$ cat config.mk
export PLATFORM = sky130hd
export DESIGN_NAME = csi_rx_link_supervisor
export DESIGN_NICKNAME = d
export VERILOG_FILES = /design/src/rtl/csi_rx_link_supervisor.sv
export SDC_FILE = /design/constraint.sdc
export NUM_CORES = 1
export LEC_CHECK = 0
export ABC_AREA = 1
export BUFFER_PORTS_ARGS = -buffer_cell sky130_fd_sc_hd__buf_2
export CORE_ASPECT_RATIO = 0.75
export CORE_MARGIN = 1.5
export CORE_UTILIZATION = 35
export DETAILED_ROUTE_END_ITERATION = 16
export GPL_ROUTABILITY_DRIVEN = 0
export GPL_TIMING_DRIVEN = 0
export HOLD_SLACK_MARGIN = 0.02
export MAX_ROUTING_LAYER = met4
export PLACE_DENSITY = 0.58
export SKIP_CTS_REPAIR_TIMING = 1
export SYNTH_ARGS = -nofsm -noshare
export SYNTH_HDL_FRONTEND = slang
export SYNTH_SLANG_ARGS = --single-unit
$ cat constraint.sdc
create_clock -name clock -period 2.35 [get_ports clock]
set_clock_uncertainty 0.15 [all_clocks]
set_input_delay 0.47 -clock clock [delete_from_list [all_inputs] [get_ports clock]]
set_output_delay 0.47 -clock clock [all_outputs]
set_load 0.02 [all_outputs]
$ cat src/rtl/csi_rx_link_supervisor.sv
// CSI-2 receive link supervisor: sequences datapath reset and enable, declares
// lock on the first good packet, and retrains on packet timeout or repeated ECC failures.
//
// Ports:
//   clock, reset_n      - single clock, asynchronous active-low reset
//   link_en             - software link enable (level)
//   sync_wait           - packet handler hunting for sync (status only)
//   packet_done, ecc_ok - end-of-packet pulse and header ECC result
//   in_frame            - high between FS and FE
//   dp_reset, dp_enable - datapath reset / enable (state decode)
//   link_up, hunting    - lock status; hunting = link_up & sync_wait
//   retrain_cnt         - timeout/ECC retrains, saturating
//   ecc_err_cnt         - ECC-failed packets, saturating
//   frame_cnt           - frame starts seen while locked, wrapping
module csi_rx_link_supervisor #(
    parameter int TIMEOUT_CYC = 65535,
    parameter int ERR_LIMIT   = 4,
    parameter int HOLD_CYC    = 16
) (
    input  logic        clock,
    input  logic        reset_n,
    input  logic        link_en,
    input  logic        sync_wait,
    input  logic        packet_done,
    input  logic        ecc_ok,
    input  logic        in_frame,
    output logic        dp_reset,
    output logic        dp_enable,
    output logic        link_up,
    output logic        hunting,
    output logic [7:0]  retrain_cnt,
    output logic [15:0] ecc_err_cnt,
    output logic [15:0] frame_cnt
);

    localparam int WD_W   = $clog2(TIMEOUT_CYC);
    localparam int HOLD_W = $clog2(HOLD_CYC + 1);
    localparam int ERR_W  = $clog2(ERR_LIMIT + 1);

    localparam logic [WD_W-1:0]   WD_LAST   = WD_W'(TIMEOUT_CYC - 1);
    localparam logic [HOLD_W-1:0] HOLD_LAST = HOLD_W'(HOLD_CYC - 1);
    localparam logic [ERR_W-1:0]  ERR_LIM   = ERR_W'(ERR_LIMIT);

    typedef enum logic [1:0] {
        S_OFF,
        S_RESET,
        S_ACQ,
        S_LOCK
    } state_t;

    state_t             r_state;
    logic [WD_W-1:0]    r_wd;
    logic [HOLD_W-1:0]  r_hold;
    logic [ERR_W-1:0]   r_err;
    logic [7:0]         r_retrain;
    logic [15:0]        r_ecc_errs;
    logic [15:0]        r_frames;
    logic               r_in_frame_q;

    logic               w_active;
    logic               w_bad;
    logic               w_good;
    logic [ERR_W-1:0]   w_err_inc;
    logic               w_trig_a;
    logic               w_trig_b;
    logic               w_retrain;
    logic               w_fs_rise;

    assign w_active  = (r_state == S_ACQ) || (r_state == S_LOCK);
    assign w_bad     = w_active && packet_done && !ecc_ok;
    assign w_good    = w_active && packet_done && ecc_ok;
    assign w_err_inc = r_err + 1'b1;
    // A packet in the expiry cycle rescues the watchdog.
    assign w_trig_a  = w_active && !packet_done && (r_wd == WD_LAST);
    assign w_trig_b  = w_bad && (w_err_inc == ERR_LIM);
    assign w_retrain = w_trig_a || w_trig_b;
    assign w_fs_rise = in_frame && !r_in_frame_q;

    always_ff @(posedge clock or negedge reset_n) begin
        if (!reset_n) begin
            r_state      <= S_OFF;
            r_wd         <= '0;
            r_hold       <= '0;
            r_err        <= '0;
            r_retrain    <= '0;
            r_ecc_errs   <= '0;
            r_frames     <= '0;
            r_in_frame_q <= 1'b0;
        end else begin
            r_in_frame_q <= in_frame;
            if (r_state == S_LOCK && w_fs_rise) begin
                r_frames <= r_frames + 16'd1;
            end

            // Disable overrides everything and is not a retrain.
            if (!link_en) begin
                r_state <= S_OFF;
            end else begin
                case (r_state)
                    S_OFF: begin
                        r_state <= S_RESET;
                        r_hold  <= '0;
                    end
                    S_RESET: begin
                        if (r_hold == HOLD_LAST) begin
                            r_state <= S_ACQ;
                            r_wd    <= '0;
                            r_err   <= '0;
                        end else begin
                            r_hold <= r_hold + 1'b1;
                        end
                    end
                    S_ACQ, S_LOCK: begin
                        if (w_bad && r_ecc_errs != 16'hFFFF) begin
                            r_ecc_errs <= r_ecc_errs + 16'd1;
                        end
                        if (w_retrain) begin
                            r_state <= S_RESET;
                            r_hold  <= '0;
                            if (r_retrain != 8'hFF) begin
                                r_retrain <= r_retrain + 8'd1;
                            end
                        end else begin
                            if (packet_done) begin
                                r_wd <= '0;
                            end else begin
                                r_wd <= r_wd + 1'b1;
                            end
                            if (w_good) begin
                                r_err   <= '0;
                                r_state <= S_LOCK;
                            end else if (w_bad) begin
                                r_err <= w_err_inc;
                            end
                        end
                    end
                    default: r_state <= S_OFF;
                endcase
            end
        end
    end

    assign dp_reset    = (r_state == S_OFF) || (r_state == S_RESET);
    assign dp_enable   = w_active;
    assign link_up     = (r_state == S_LOCK);
    assign hunting     = link_up && sync_wait;
    assign retrain_cnt = r_retrain;
    assign ecc_err_cnt = r_ecc_errs;
    assign frame_cnt   = r_frames;

endmodule

==> metrics.json <==
{
  "outcome": "completed",
  "synthFlopType": "sky130_fd_sc_hd__dfrtp_1",
  "grt_util_met3_pct": 3.966,
  "drt_first_iter_violations": 208,
  "floorplan.rows": 33,
  "ys_seq_area_share_pct": 42.55,
  "ys_top_cells_by_area": "sky130_fd_sc_hd__dfrtp_1, sky130_fd_sc_hd__nand2_1, sky130_fd_sc_hd__nor2_1",
  "synth_seq_cells": 67,
  "asyncSetResetFlopFracSynth_pct": 100.0,
  "post_synth_top_area_share_pct": 42.55,
  "grt_pass1_wl_um": 15280,
  "clock-sinks": 67,
  "critPathSlowestCell": "sky130_fd_sc_hd__clkbuf_1",
  "tritoncts": "yes",
  "syn-cell-area_um2": 3940,
  "grt_max_degree": 68,
  "max_cap_violations": 0,
  "wirelength_um": 8878,
  "clock_tree.root_cell": "sky130_fd_sc_hd__clkbuf_16",
  "grt_pass1_vias": 3248,
  "layer_with_the_highest_usage_after_global_routing": "met2",
  "final_min_period_over_clock_period_pct": 95.90,
  "critPathMaxStageDelay_ps": 410,
  "port-buffer-count": 50,
  "setup_viol_count_final": 0,
  "clk_latency_ps": 330,
  "slew_headroom_pct": 43.65,
  "start_kind": "register",
  "drtPass1Iterations": 4,
  "met1_usage_pct": 21.61,
  "drt-vias-per-instance": 4.742,
  "worst-slew-pin-transition_ps": 845.3,
  "clk_pin_slew_ps": 50,
  "finalHoldViolations": 0,
  "htree_levels": 3,
  "fp.dieH_um": 94.89,
  "area_growth_syn_to_layout_pct": 17.88,
  "detail_route.drc_violations": 0,
  "finish.net_count": 605,
  "groute.usage.overall_pct": 16.42,
  "postSynthNetCount": 544,
  "accumulated_negative_setup_slack_ps": 0,
  "worstSetupPathType": "reg2out",
  "layout.filler_cells": 1123,
  "synth_top_cells_by_count": "sky130_fd_sc_hd__nand2_1, sky130_fd_sc_hd__dfrtp_1, sky130_fd_sc_hd__nor2_1",
  "worstPathMaxFanout": 10,
  "global_route.overflow_total": 0,
  "power.leakage_nw": 2.398,
  "layout.core_utilization_pct": 42.45,
  "clockBufferDepth": 2,
  "ios": 51,
  "synthesis.area_per_instance_um2": 7.462,
  "fp.dieArea_um2": 11910,
  "m2_gr_usage_pct": 25.27,
  "max-vdd-ir-drop_mv": 0.3295,
  "worst_setup_path_end_kind": "output pin",
  "initial_utilization_pct": 36.01,
  "postSynthCellCount": 528,
  "core_um2": 10940,
  "antenna_found_initial": 0,
  "synth-warning-count": 0,
  "cts_inserted_buffers": 9,
  "final_layout_size_suffix_gt1_share_pct": 15.68,
  "cell_taking_the_most_area_after_synthesis": "sky130_fd_sc_hd__dfrtp_1",
  "cp_required_ps": 1730,
  "dpl.hpwl_um": 6447,
  "critical_path.cell_chain": "buf_4 -> inv_2 -> clkbuf_1 -> buf_2",
  "synth_cell_types": 33,
  "yosysMostFrequentCell": "sky130_fd_sc_hd__nand2_1",
  "final_antenna_net_count": 0,
  "grt_setup_unrepaired": "no",
  "finalWorstPathRequiredPeriod_ps": 2254,
  "power_density_nw_per_um2": 565.3,
  "die-width_um": 125.5,
  "vias": 3476,
  "timing.fmax_ghz": 0.4437,
  "finalMaxSlewViolations": 0,
  "data_arrival_at_the_endpoint_of_the_critical_path_ps": 1630,
  "wl_per_cell_um": 12.11,
  "synth-edff-count": 0,
  "hold_path_class": "in2async",
  "antenna_cells_inserted": 0
}
-- logic make-up after synthesis --
family,share of synthesized area (%)
fa+ha+maj,2.858
mux,0.2858
xor+xnor,8.225
simple gates,36.17
buf+inv,6.510
flops,42.55
compound gates,3.398
-- report_power, final --
group / switching (mW) / internal (mW) / total, mW
combinational: 0.0864 / 0.0386 / 0.125
sequential: 0.0272 / 1.18 / 1.21
clock: 0.480 / 0.812 / 1.29
-- state kept, by name, indices dropped and copies added (netlist names) --
name and count:
retrain_cnt 8, r_state 2, ecc_err_cnt 16, r_wd 16, frame_cnt 16, r_hold 5
r_err 3, r_in_frame_q 1
-- worst max-delay path, delay by kind of cell (launching register included) --
family,cells,cell delay [ps]
buffers and inverters,4,940
DFF,1,360
-- cell type report --
cell class	instances	area (um2)	share of cell area, %
Buffer	9	61.31	1.320
Clock buffer	12	236.5	5.092
Clock inverter	3	40.04	0.8621
Inverter	52	195.2	4.203
Multi-Input combinational cell	400	2007	43.21
Sequential cell	67	1677	36.10
Tap cell	140	175.2	3.772
Timing Repair Buffer	50	252.7	5.442
-- through the flow --
step           power (mW)  hold WS (ps)  std cells  area (um2)  setup WS (ps)
2_1_floorplan       1.295         24.41        528        3940          579.0
3_5_place_dp        1.358         310.0        718        4368          318.1
4_1_cts             2.675         96.11        733        4644          68.46
3_3_place_gp        1.353         305.7        718        4365          287.0
5_1_grt             2.736         96.57        733        4644          18.63
6_report            2.626         95.99        733        4644          96.35
-- layout by cell type, fill, tap and decap left out, drive strengths merged, types with 2 or more instances in the layout --
cell	n
nand4	11
nor3	13
nor2	59
nand3b	3
dfrtp	67
o21ai	17
nand2	198
clkinv	2
xnor2	20
a21oi	2
ha	9
buf	56
inv	52
nand3	42
a31oi	2
or2	3
xor2	17
clkbuf	15
-- final timing paths --
kind,from,depth (start not counted),to,slack [ps]
max reg2reg,r_hold[0]$_DFFE_PN0P_,11,r_wd[9]$_DFFE_PN0P_,340
min reg2reg,r_hold[4]$_DFFE_PN0P_,2,r_hold[4]$_DFFE_PN0P_,320
min,reset_n,1,ecc_err_cnt[9]$_DFFE_PN0P_,100
min in group clock,in_frame,1,r_in_frame_q$_DFF_PN0_,110
max,r_state[1]$_DFFE_PN0P_,4,dp_reset,100
max in group asynchronous,reset_n,1,frame_cnt[15]$_DFFE_PN0P_,1390
-- per-layer routing --
layer  routed length, um  part of all wire (%)  up-vias
met3                 371                   4.2        6
met2                3902                    44       80
met5                   0                     0        -
met4                  79                  0.89        0
met1                4524                    51     1608
li1                    -                     -     1782
(Power assumes the default switching activity.)
